===== src/rtl/cache_arb_pkg.sv =====
// Shared constants and helpers for the replacement-controller arbiter.
// Holds FSM encodings, request-type constants and width/encoding functions.
package cache_arb_pkg;

    localparam logic [1:0] ST_IDLE    = 2'd0;
    localparam logic [1:0] ST_LOOKUP  = 2'd1;
    localparam logic [1:0] ST_RESPOND = 2'd2;

    localparam logic REQ_UPDATE = 1'b0;
    localparam logic REQ_VICTIM = 1'b1;

    // Never returns less than 1 so single-entry vectors still get a legal width.
    function automatic int log2(input int value);
        int result;
        result = 1;
        while ((1 << result) < value) begin
            result = result + 1;
        end
        return result;
    endfunction

    function automatic logic [31:0] onehot_to_bin(input logic [31:0] onehot);
        logic [31:0] result;
        result = '0;
        for (int i = 0; i < 32; i++) begin
            if (onehot[i]) begin
                result = result | 32'(i);
            end
        end
        return result;
    endfunction

endpackage


===== src/rtl/replacement_arbiter_if.sv =====
// Requester, response and controller-facing signals of the replacement arbiter.
// The master side is the requesters plus the controller; the slave side is the arbiter.
interface replacement_arbiter_if
    import cache_arb_pkg::*;
#(
    parameter int NUM_REQ        = 2,
    parameter int NUMBER_OF_WAYS = 4,
    parameter int INDEX_BITS     = 8
);
    localparam int WAY_BITS = log2(NUMBER_OF_WAYS);

    logic [NUM_REQ-1:0]                req_valid;
    logic [NUM_REQ-1:0]                req_victim;
    logic [NUM_REQ*INDEX_BITS-1:0]     req_index;
    logic [NUM_REQ*WAY_BITS-1:0]       req_way;
    logic [NUM_REQ*NUMBER_OF_WAYS-1:0] req_ways_in_use;
    logic [NUM_REQ-1:0]                req_ready;
    logic [NUM_REQ-1:0]                resp_valid;
    logic [NUMBER_OF_WAYS-1:0]         resp_way;
    logic [INDEX_BITS-1:0]             rc_current_index;
    logic [WAY_BITS-1:0]               rc_current_access;
    logic                              rc_access_valid;
    logic [NUMBER_OF_WAYS-1:0]         rc_ways_in_use;
    logic [NUMBER_OF_WAYS-1:0]         rc_selected_way;

    modport master (
        output req_valid, req_victim, req_index, req_way, req_ways_in_use, rc_selected_way,
        input  req_ready, resp_valid, resp_way,
        input  rc_current_index, rc_current_access, rc_access_valid, rc_ways_in_use
    );

    modport slave (
        input  req_valid, req_victim, req_index, req_way, req_ways_in_use, rc_selected_way,
        output req_ready, resp_valid, resp_way,
        output rc_current_index, rc_current_access, rc_access_valid, rc_ways_in_use
    );

endinterface


===== src/rtl/replacement_arbiter_rr_arbiter.sv =====
// Combinational round-robin grant: first requester strictly after the pointer wins.
// The pointer register is owned by the instantiating module.
module rr_arbiter
    import cache_arb_pkg::*;
#(
    parameter  int NUM_REQ = 2,
    localparam int PTR_W   = log2(NUM_REQ)
) (
    input  logic [NUM_REQ-1:0] req_i,
    input  logic [PTR_W-1:0]   ptr_i,
    input  logic               en_i,
    output logic [NUM_REQ-1:0] grant_o
);

    logic [PTR_W-1:0] cand;
    logic             found;

    always_comb begin
        grant_o = '0;
        found   = 1'b0;
        cand    = '0;
        for (int unsigned k = 1; k <= 32'(NUM_REQ); k++) begin
            cand = PTR_W'((32'(ptr_i) + k) % 32'(NUM_REQ));
            if (en_i && !found && req_i[cand]) begin
                grant_o[cand] = 1'b1;
                found         = 1'b1;
            end
        end
    end

endmodule


===== src/rtl/replacement_arbiter.sv =====
// Shares one replacement controller between several cache pipelines: arbitrates,
// sequences controller updates/lookups and returns the chosen victim way.
module replacement_arbiter
    import cache_arb_pkg::*;
#(
    parameter  int NUM_REQ        = 2,
    parameter  int NUMBER_OF_WAYS = 4,
    parameter  int INDEX_BITS     = 8,
    localparam int WAY_BITS       = log2(NUMBER_OF_WAYS),
    localparam int PTR_W          = log2(NUM_REQ)
) (
    input logic                  clock,
    input logic                  reset,
    replacement_arbiter_if.slave bus
);

    logic [1:0]                state_q, state_d;
    logic [PTR_W-1:0]          ptr_q, ptr_d;
    logic [NUM_REQ-1:0]        gnt_q, gnt_d;
    logic [INDEX_BITS-1:0]     rc_index_q, rc_index_d;
    logic [WAY_BITS-1:0]       rc_access_q, rc_access_d;
    logic                      rc_valid_q, rc_valid_d;
    logic [NUMBER_OF_WAYS-1:0] rc_ways_q, rc_ways_d;
    logic [NUM_REQ-1:0]        resp_valid_q, resp_valid_d;
    logic [NUMBER_OF_WAYS-1:0] resp_way_q, resp_way_d;

    logic [NUM_REQ-1:0]        grant;
    logic                      arb_en;
    logic                      xfer;
    logic [PTR_W-1:0]          gnt_idx;
    logic                      sel_victim;
    logic [INDEX_BITS-1:0]     sel_index;
    logic [WAY_BITS-1:0]       sel_way;
    logic [NUMBER_OF_WAYS-1:0] sel_mask;

    // Grants only in IDLE and never while reset is held low.
    assign arb_en = reset && (state_q == ST_IDLE);

    rr_arbiter #(.NUM_REQ(NUM_REQ)) u_rr (
        .req_i   (bus.req_valid),
        .ptr_i   (ptr_q),
        .en_i    (arb_en),
        .grant_o (grant)
    );

    assign bus.req_ready         = grant;
    assign bus.resp_valid        = resp_valid_q;
    assign bus.resp_way          = resp_way_q;
    assign bus.rc_current_index  = rc_index_q;
    assign bus.rc_current_access = rc_access_q;
    assign bus.rc_access_valid   = rc_valid_q;
    assign bus.rc_ways_in_use    = rc_ways_q;

    always_comb begin
        gnt_idx    = '0;
        sel_victim = REQ_UPDATE;
        sel_index  = '0;
        sel_way    = '0;
        sel_mask   = '0;
        for (int i = 0; i < NUM_REQ; i++) begin
            if (grant[i]) begin
                gnt_idx    = PTR_W'(i);
                sel_victim = bus.req_victim[i];
                sel_index  = bus.req_index[i*INDEX_BITS +: INDEX_BITS];
                sel_way    = bus.req_way[i*WAY_BITS +: WAY_BITS];
                sel_mask   = bus.req_ways_in_use[i*NUMBER_OF_WAYS +: NUMBER_OF_WAYS];
            end
        end
        xfer = |(grant & bus.req_valid);
    end

    // The controller answer is captured at the end of LOOKUP so it appears,
    // together with the MRU update of the victim, during RESPOND.
    always_comb begin
        state_d      = state_q;
        ptr_d        = ptr_q;
        gnt_d        = gnt_q;
        rc_index_d   = rc_index_q;
        rc_access_d  = rc_access_q;
        rc_ways_d    = rc_ways_q;
        resp_way_d   = resp_way_q;
        rc_valid_d   = 1'b0;
        resp_valid_d = '0;
        case (state_q)
            ST_IDLE: begin
                if (xfer) begin
                    ptr_d      = gnt_idx;
                    gnt_d      = grant;
                    rc_index_d = sel_index;
                    if (sel_victim == REQ_VICTIM) begin
                        rc_ways_d = sel_mask;
                        state_d   = ST_LOOKUP;
                    end else begin
                        rc_access_d = sel_way;
                        rc_valid_d  = 1'b1;
                    end
                end
            end
            ST_LOOKUP: begin
                state_d      = ST_RESPOND;
                resp_valid_d = gnt_q;
                resp_way_d   = bus.rc_selected_way;
                if (|bus.rc_selected_way) begin
                    rc_valid_d  = 1'b1;
                    rc_access_d = WAY_BITS'(onehot_to_bin(32'(bus.rc_selected_way)));
                end
            end
            ST_RESPOND: begin
                state_d = ST_IDLE;
            end
            default: begin
                state_d = ST_IDLE;
            end
        endcase
    end

    always_ff @(posedge clock) begin
        if (!reset) begin
            state_q      <= ST_IDLE;
            ptr_q        <= PTR_W'(NUM_REQ - 1);
            gnt_q        <= '0;
            rc_index_q   <= '0;
            rc_access_q  <= '0;
            rc_valid_q   <= 1'b0;
            rc_ways_q    <= '0;
            resp_valid_q <= '0;
            resp_way_q   <= '0;
        end else begin
            state_q      <= state_d;
            ptr_q        <= ptr_d;
            gnt_q        <= gnt_d;
            rc_index_q   <= rc_index_d;
            rc_access_q  <= rc_access_d;
            rc_valid_q   <= rc_valid_d;
            rc_ways_q    <= rc_ways_d;
            resp_valid_q <= resp_valid_d;
            resp_way_q   <= resp_way_d;
        end
    end

endmodule


===== src/flat_wrapper.sv =====
// flat-port wrapper written by rule: the top's interface ports become plain ports
module replacement_arbiter_flat import cache_arb_pkg::*;
#(
    parameter  int NUM_REQ        = 2,
    parameter  int NUMBER_OF_WAYS = 4,
    parameter  int INDEX_BITS     = 8,
    localparam int WAY_BITS       = log2(NUMBER_OF_WAYS),
    localparam int PTR_W          = log2(NUM_REQ)
)
  (clock, reset, bus_req_valid, bus_req_victim, bus_req_index, bus_req_way, bus_req_ways_in_use, bus_rc_selected_way, bus_req_ready, bus_resp_valid, bus_resp_way, bus_rc_current_index, bus_rc_current_access, bus_rc_access_valid, bus_rc_ways_in_use);
  replacement_arbiter_if #(.NUM_REQ(NUM_REQ), .NUMBER_OF_WAYS(NUMBER_OF_WAYS), .INDEX_BITS(INDEX_BITS)) bus_i ();
  input logic clock;
  input logic reset;
  input wire logic [$bits(bus_i.req_valid)-1:0] bus_req_valid;
  input wire logic [$bits(bus_i.req_victim)-1:0] bus_req_victim;
  input wire logic [$bits(bus_i.req_index)-1:0] bus_req_index;
  input wire logic [$bits(bus_i.req_way)-1:0] bus_req_way;
  input wire logic [$bits(bus_i.req_ways_in_use)-1:0] bus_req_ways_in_use;
  input wire logic [$bits(bus_i.rc_selected_way)-1:0] bus_rc_selected_way;
  output wire logic [$bits(bus_i.req_ready)-1:0] bus_req_ready;
  output wire logic [$bits(bus_i.resp_valid)-1:0] bus_resp_valid;
  output wire logic [$bits(bus_i.resp_way)-1:0] bus_resp_way;
  output wire logic [$bits(bus_i.rc_current_index)-1:0] bus_rc_current_index;
  output wire logic [$bits(bus_i.rc_current_access)-1:0] bus_rc_current_access;
  output wire logic [$bits(bus_i.rc_access_valid)-1:0] bus_rc_access_valid;
  output wire logic [$bits(bus_i.rc_ways_in_use)-1:0] bus_rc_ways_in_use;
  assign bus_i.req_valid = bus_req_valid;
  assign bus_i.req_victim = bus_req_victim;
  assign bus_i.req_index = bus_req_index;
  assign bus_i.req_way = bus_req_way;
  assign bus_i.req_ways_in_use = bus_req_ways_in_use;
  assign bus_i.rc_selected_way = bus_rc_selected_way;
  assign bus_req_ready = bus_i.req_ready;
  assign bus_resp_valid = bus_i.resp_valid;
  assign bus_resp_way = bus_i.resp_way;
  assign bus_rc_current_index = bus_i.rc_current_index;
  assign bus_rc_current_access = bus_i.rc_current_access;
  assign bus_rc_access_valid = bus_i.rc_access_valid;
  assign bus_rc_ways_in_use = bus_i.rc_ways_in_use;
  replacement_arbiter #(.NUM_REQ(NUM_REQ), .NUMBER_OF_WAYS(NUMBER_OF_WAYS), .INDEX_BITS(INDEX_BITS)) u_core (.clock(clock), .reset(reset), .bus(bus_i));
endmodule

===== config.mk =====
export PLATFORM = sky130hd
export DESIGN_NAME = replacement_arbiter_flat
export DESIGN_NICKNAME = d
export VERILOG_FILES = /design/src/rtl/cache_arb_pkg.sv /design/src/rtl/replacement_arbiter_if.sv /design/src/rtl/replacement_arbiter_rr_arbiter.sv /design/src/rtl/replacement_arbiter.sv /design/src/flat_wrapper.sv
export SDC_FILE = /design/constraint.sdc
export NUM_CORES = 1
export LEC_CHECK = 0
export BUFFER_PORTS_ARGS = -buffer_cell sky130_fd_sc_hd__buf_4
export CORE_MARGIN = 5
export CORE_UTILIZATION = 44
export DETAILED_ROUTE_END_ITERATION = 8
export GPL_TIMING_DRIVEN = 1
export PLACE_DENSITY_LB_ADDON = 0.25
export SYNTH_ARGS = -nofsm -noshare
export SYNTH_HDL_FRONTEND = slang
export SYNTH_HIERARCHICAL = 1
export SYNTH_SLANG_ARGS = --single-unit

===== constraint.sdc =====
create_clock -name clock -period 2.8 [get_ports clock]
set_clock_uncertainty 0.1 [all_clocks]
set_input_delay 0 -clock clock [delete_from_list [all_inputs] [get_ports clock]]
set_output_delay 0 -clock clock [all_outputs]
set_load 0.05 [all_outputs]

==> impl_metrics.toml <==
[run_status]
outcome = "finished, final reports clean"

[routing]
wl_per_cell_um = 15.3
wirelength_um = 3750
first_pass_iters = 4
vias = 1264
first_iter_violations = 62
drc = 0
ant_nets = 0
avgViaCountPerCell = 5.16

[placement]
post-place-ws_ns = 0.485
io_buffer_count = 60
dp_cells = 206
place_congestion = 0.830
place_hpwl_um = 2350

[grt]
overflow = 0
grt.total_usage = 0.196
grt_pass1_vias = 1377
antenna_found_initial = 0
grt_pass1_wl_um = 6250
grt_max_degree = 30

[synth]
async_reset_ff_frac = 0
synth_edf_count = 0
synth_seq_area_share = 0.434
ys.flop_type = "dfxtp_1"
ys_types = 30
syn_inst = 121
syn_area_um2 = 1200
yosys_warnings = 6
syn-num-nets = 159
syn_area_per_cell_um2 = 9.92
ys_ff_latch = 26

[critical_path]
reg2reg_setup_slack_ns = 0.23
crit_type = "primary input to register"
crit_end = "u_core/bus.rc_ways_in_use[0]"
timing.rr.start = "u_core/state_q[0]"
worstPathMaxFanout = 29
crit_path_end_kind = "register"
worstSetupStartpointType = "primary input"
startpoint = "reset"
crit_required_ns = 2.97
worst_r2r_endpoint = "u_core/bus.rc_ways_in_use[0]"
cp.arrival_ns = 2.81
rr_worst_depth = 9

[floorplan]
die_h_um = 62.2
io_pins = 61
fp.dieW_um = 62.2
design.core.area_um2 = 2690
row_count = 19
start_util = 0.447
die_area_um2 = 3870

[sta]
grt_setup_unrepaired = "no"
maxSlewViolCount = 0
fin_crit_ns = 2.64
fin_ws_ns = 0.159
tightest_slew_ns = 0.647
hold_violations = 0
setup_viol = 0
relSlewSlack = 0.568
timing.fmax_mhz = 379
final.period_utilization = 0.943
tns_ns = 0

[power]
p_clk_frac = 0.290
p_per_area_nw_per_um2 = 429
combPwrFrac = 0.269
power.internal_w = 0.000645
seq_power_share = 0.442
leakage_nw = 0.962
p_switching_w = 0.000248
vdd_drop_max_mv = 0.577
switching_share = 0.277

[layout]
n_fill_cell = 180
layout_common_cells = "buf_4, dlygate4sd3_1, dfxtp_1"
antenna_cells = 0
finalNonFillerCells = 245
fin_nets = 253
layout_commonest_cell = "buf_4"
layout-drive-gt1-share = 0.379
area_growth_syn_to_layout_pct = 73.5
utilization = 0.775

[clocking]
root_buffer = "clkbuf_4"
cts.clk_slew.worst_paths_ns = 0.14
htreeDepth = 1
clockBufferDepth = 2
cts.sinks = 26
cts_buffers = 3
worstSkewPairLatency_ns = 0.32
cts_tree = "yes"

[min_path]
min_path_type = "primary input to register"
hold_depth = 4

[flow_run]
drv_cap = 0
-- critical path: stages --
cell           delay, ns
dlygate4sd3_1       0.53
buf_4               0.26
nor3b_2             0.25
nand2_1             0.09
a21oi_2             0.27
nor2b_2             0.28
buf_4               0.25
a22oi_1             0.10
dlygate4sd3_1       0.57
nand2_1             0.07
o211a_1             0.16
-- through the flow --
stage                     instance area, um^2  hold slack (ns)  power, W
final                                    2080           0.0713  0.000893
after global placement                   1660            0.176  0.000595
after global routing                     2080           0.0834  0.000936
after CTS                                2070           0.0609  0.000898
after floorplan                          1200           0.0449  0.000520
after detailed placement                 1660            0.180  0.000600
-- synthesized netlist by cell type (all sizes together), types with 2 or more instances --
master  instances  area share
nand2          22       0.069
buf             5       0.033
a21boi          6       0.038
a21oi           2      0.0083
o211a           4       0.033
dfxtp          26        0.43
a221o           2       0.017
nor2            8       0.025
mux2i           2       0.017
clkbuf          4       0.013
o311ai          2       0.015
a221oi          8       0.095
and3            2       0.010
nor2b           2       0.010
nor3b           9       0.056
a22oi           5       0.035
and2            3       0.016
-- area by class of cell --
class,instances,area [um^2],area share
Inverter,1,3.75,0.00180
Timing Repair Buffer,98,823,0.395
Clock inverter,1,30.0,0.0144
Multi-Input combinational cell,85,643,0.309
Sequential cell,26,520,0.250
Clock buffer,3,22.5,0.0108
Tap cell,31,38.8,0.0186
-- worst min-delay path by stage --
stage / start / to / slack [ns]
after floorplan: bus_rc_selected_way[0] / u_core/bus.resp_way[0] / 0.04
after global placement: bus_rc_selected_way[0] / u_core/bus.resp_way[0] / 0.18
after detailed placement: bus_rc_selected_way[0] / u_core/bus.resp_way[0] / 0.18
after CTS: bus_req_way[1] / u_core/bus.rc_current_access[1] / 0.06
after global routing: bus_req_victim[0] / u_core/state_q[0] / 0.08
final: bus_req_way[1] / u_core/bus.rc_current_access[1] / 0.07
-- per-layer routing --
| metal | track usage | share of wire | routed length [um] |
|---|---|---|---|
| met1 | 0.208 | 0.40 | 1490 |
| met2 | 0.363 | 0.52 | 1950 |
| met3 | 0.0595 | 0.063 | 235 |
| met4 | 0.0650 | 0.019 | 72 |
| met5 | 0 | 0 | 0 |
-- state kept, by name, indices dropped and copies added, names as in the netlist --
name                          flops
u_core/bus.resp_way               4
u_core/bus.rc_ways_in_use         4
u_core/bus.rc_current_index       8
u_core/bus.resp_valid             2
u_core/bus.rc_access_valid        1
u_core/bus.rc_current_access      2
u_core/ptr_q                      1
u_core/gnt_q                      2
u_core/state_q                    2
-- power groups by stage --
stage	clock, W	combinational (W)	sequential, W
finish	0.000259	0.000240	0.000394
global route	0.000284	0.000256	0.000396
CTS	0.000268	0.000237	0.000393
detailed placement	0	0.000199	0.000401
global placement	0	0.000194	0.000401
floorplan	0	0.0000762	0.000444
-- cell families after synthesis --
family                 Yosys count  share of synthesized area
and+or+nand+nor                 52                      0.228
AOI/OAI and AO/OA               31                      0.272
DFF                             26                      0.434
buffers and inverters           10                     0.0490
muxes                            2                     0.0167
-- repair_timing --
item	4_1_cts	5_1_grt
buffers inserted	0	0
endpoints found under the hold margin	26	0
hold buffers	35	0
endpoints found under the setup margin	0	4
gates resized for setup	0	3
Note: power is estimated with default switching activity, not from simulation.
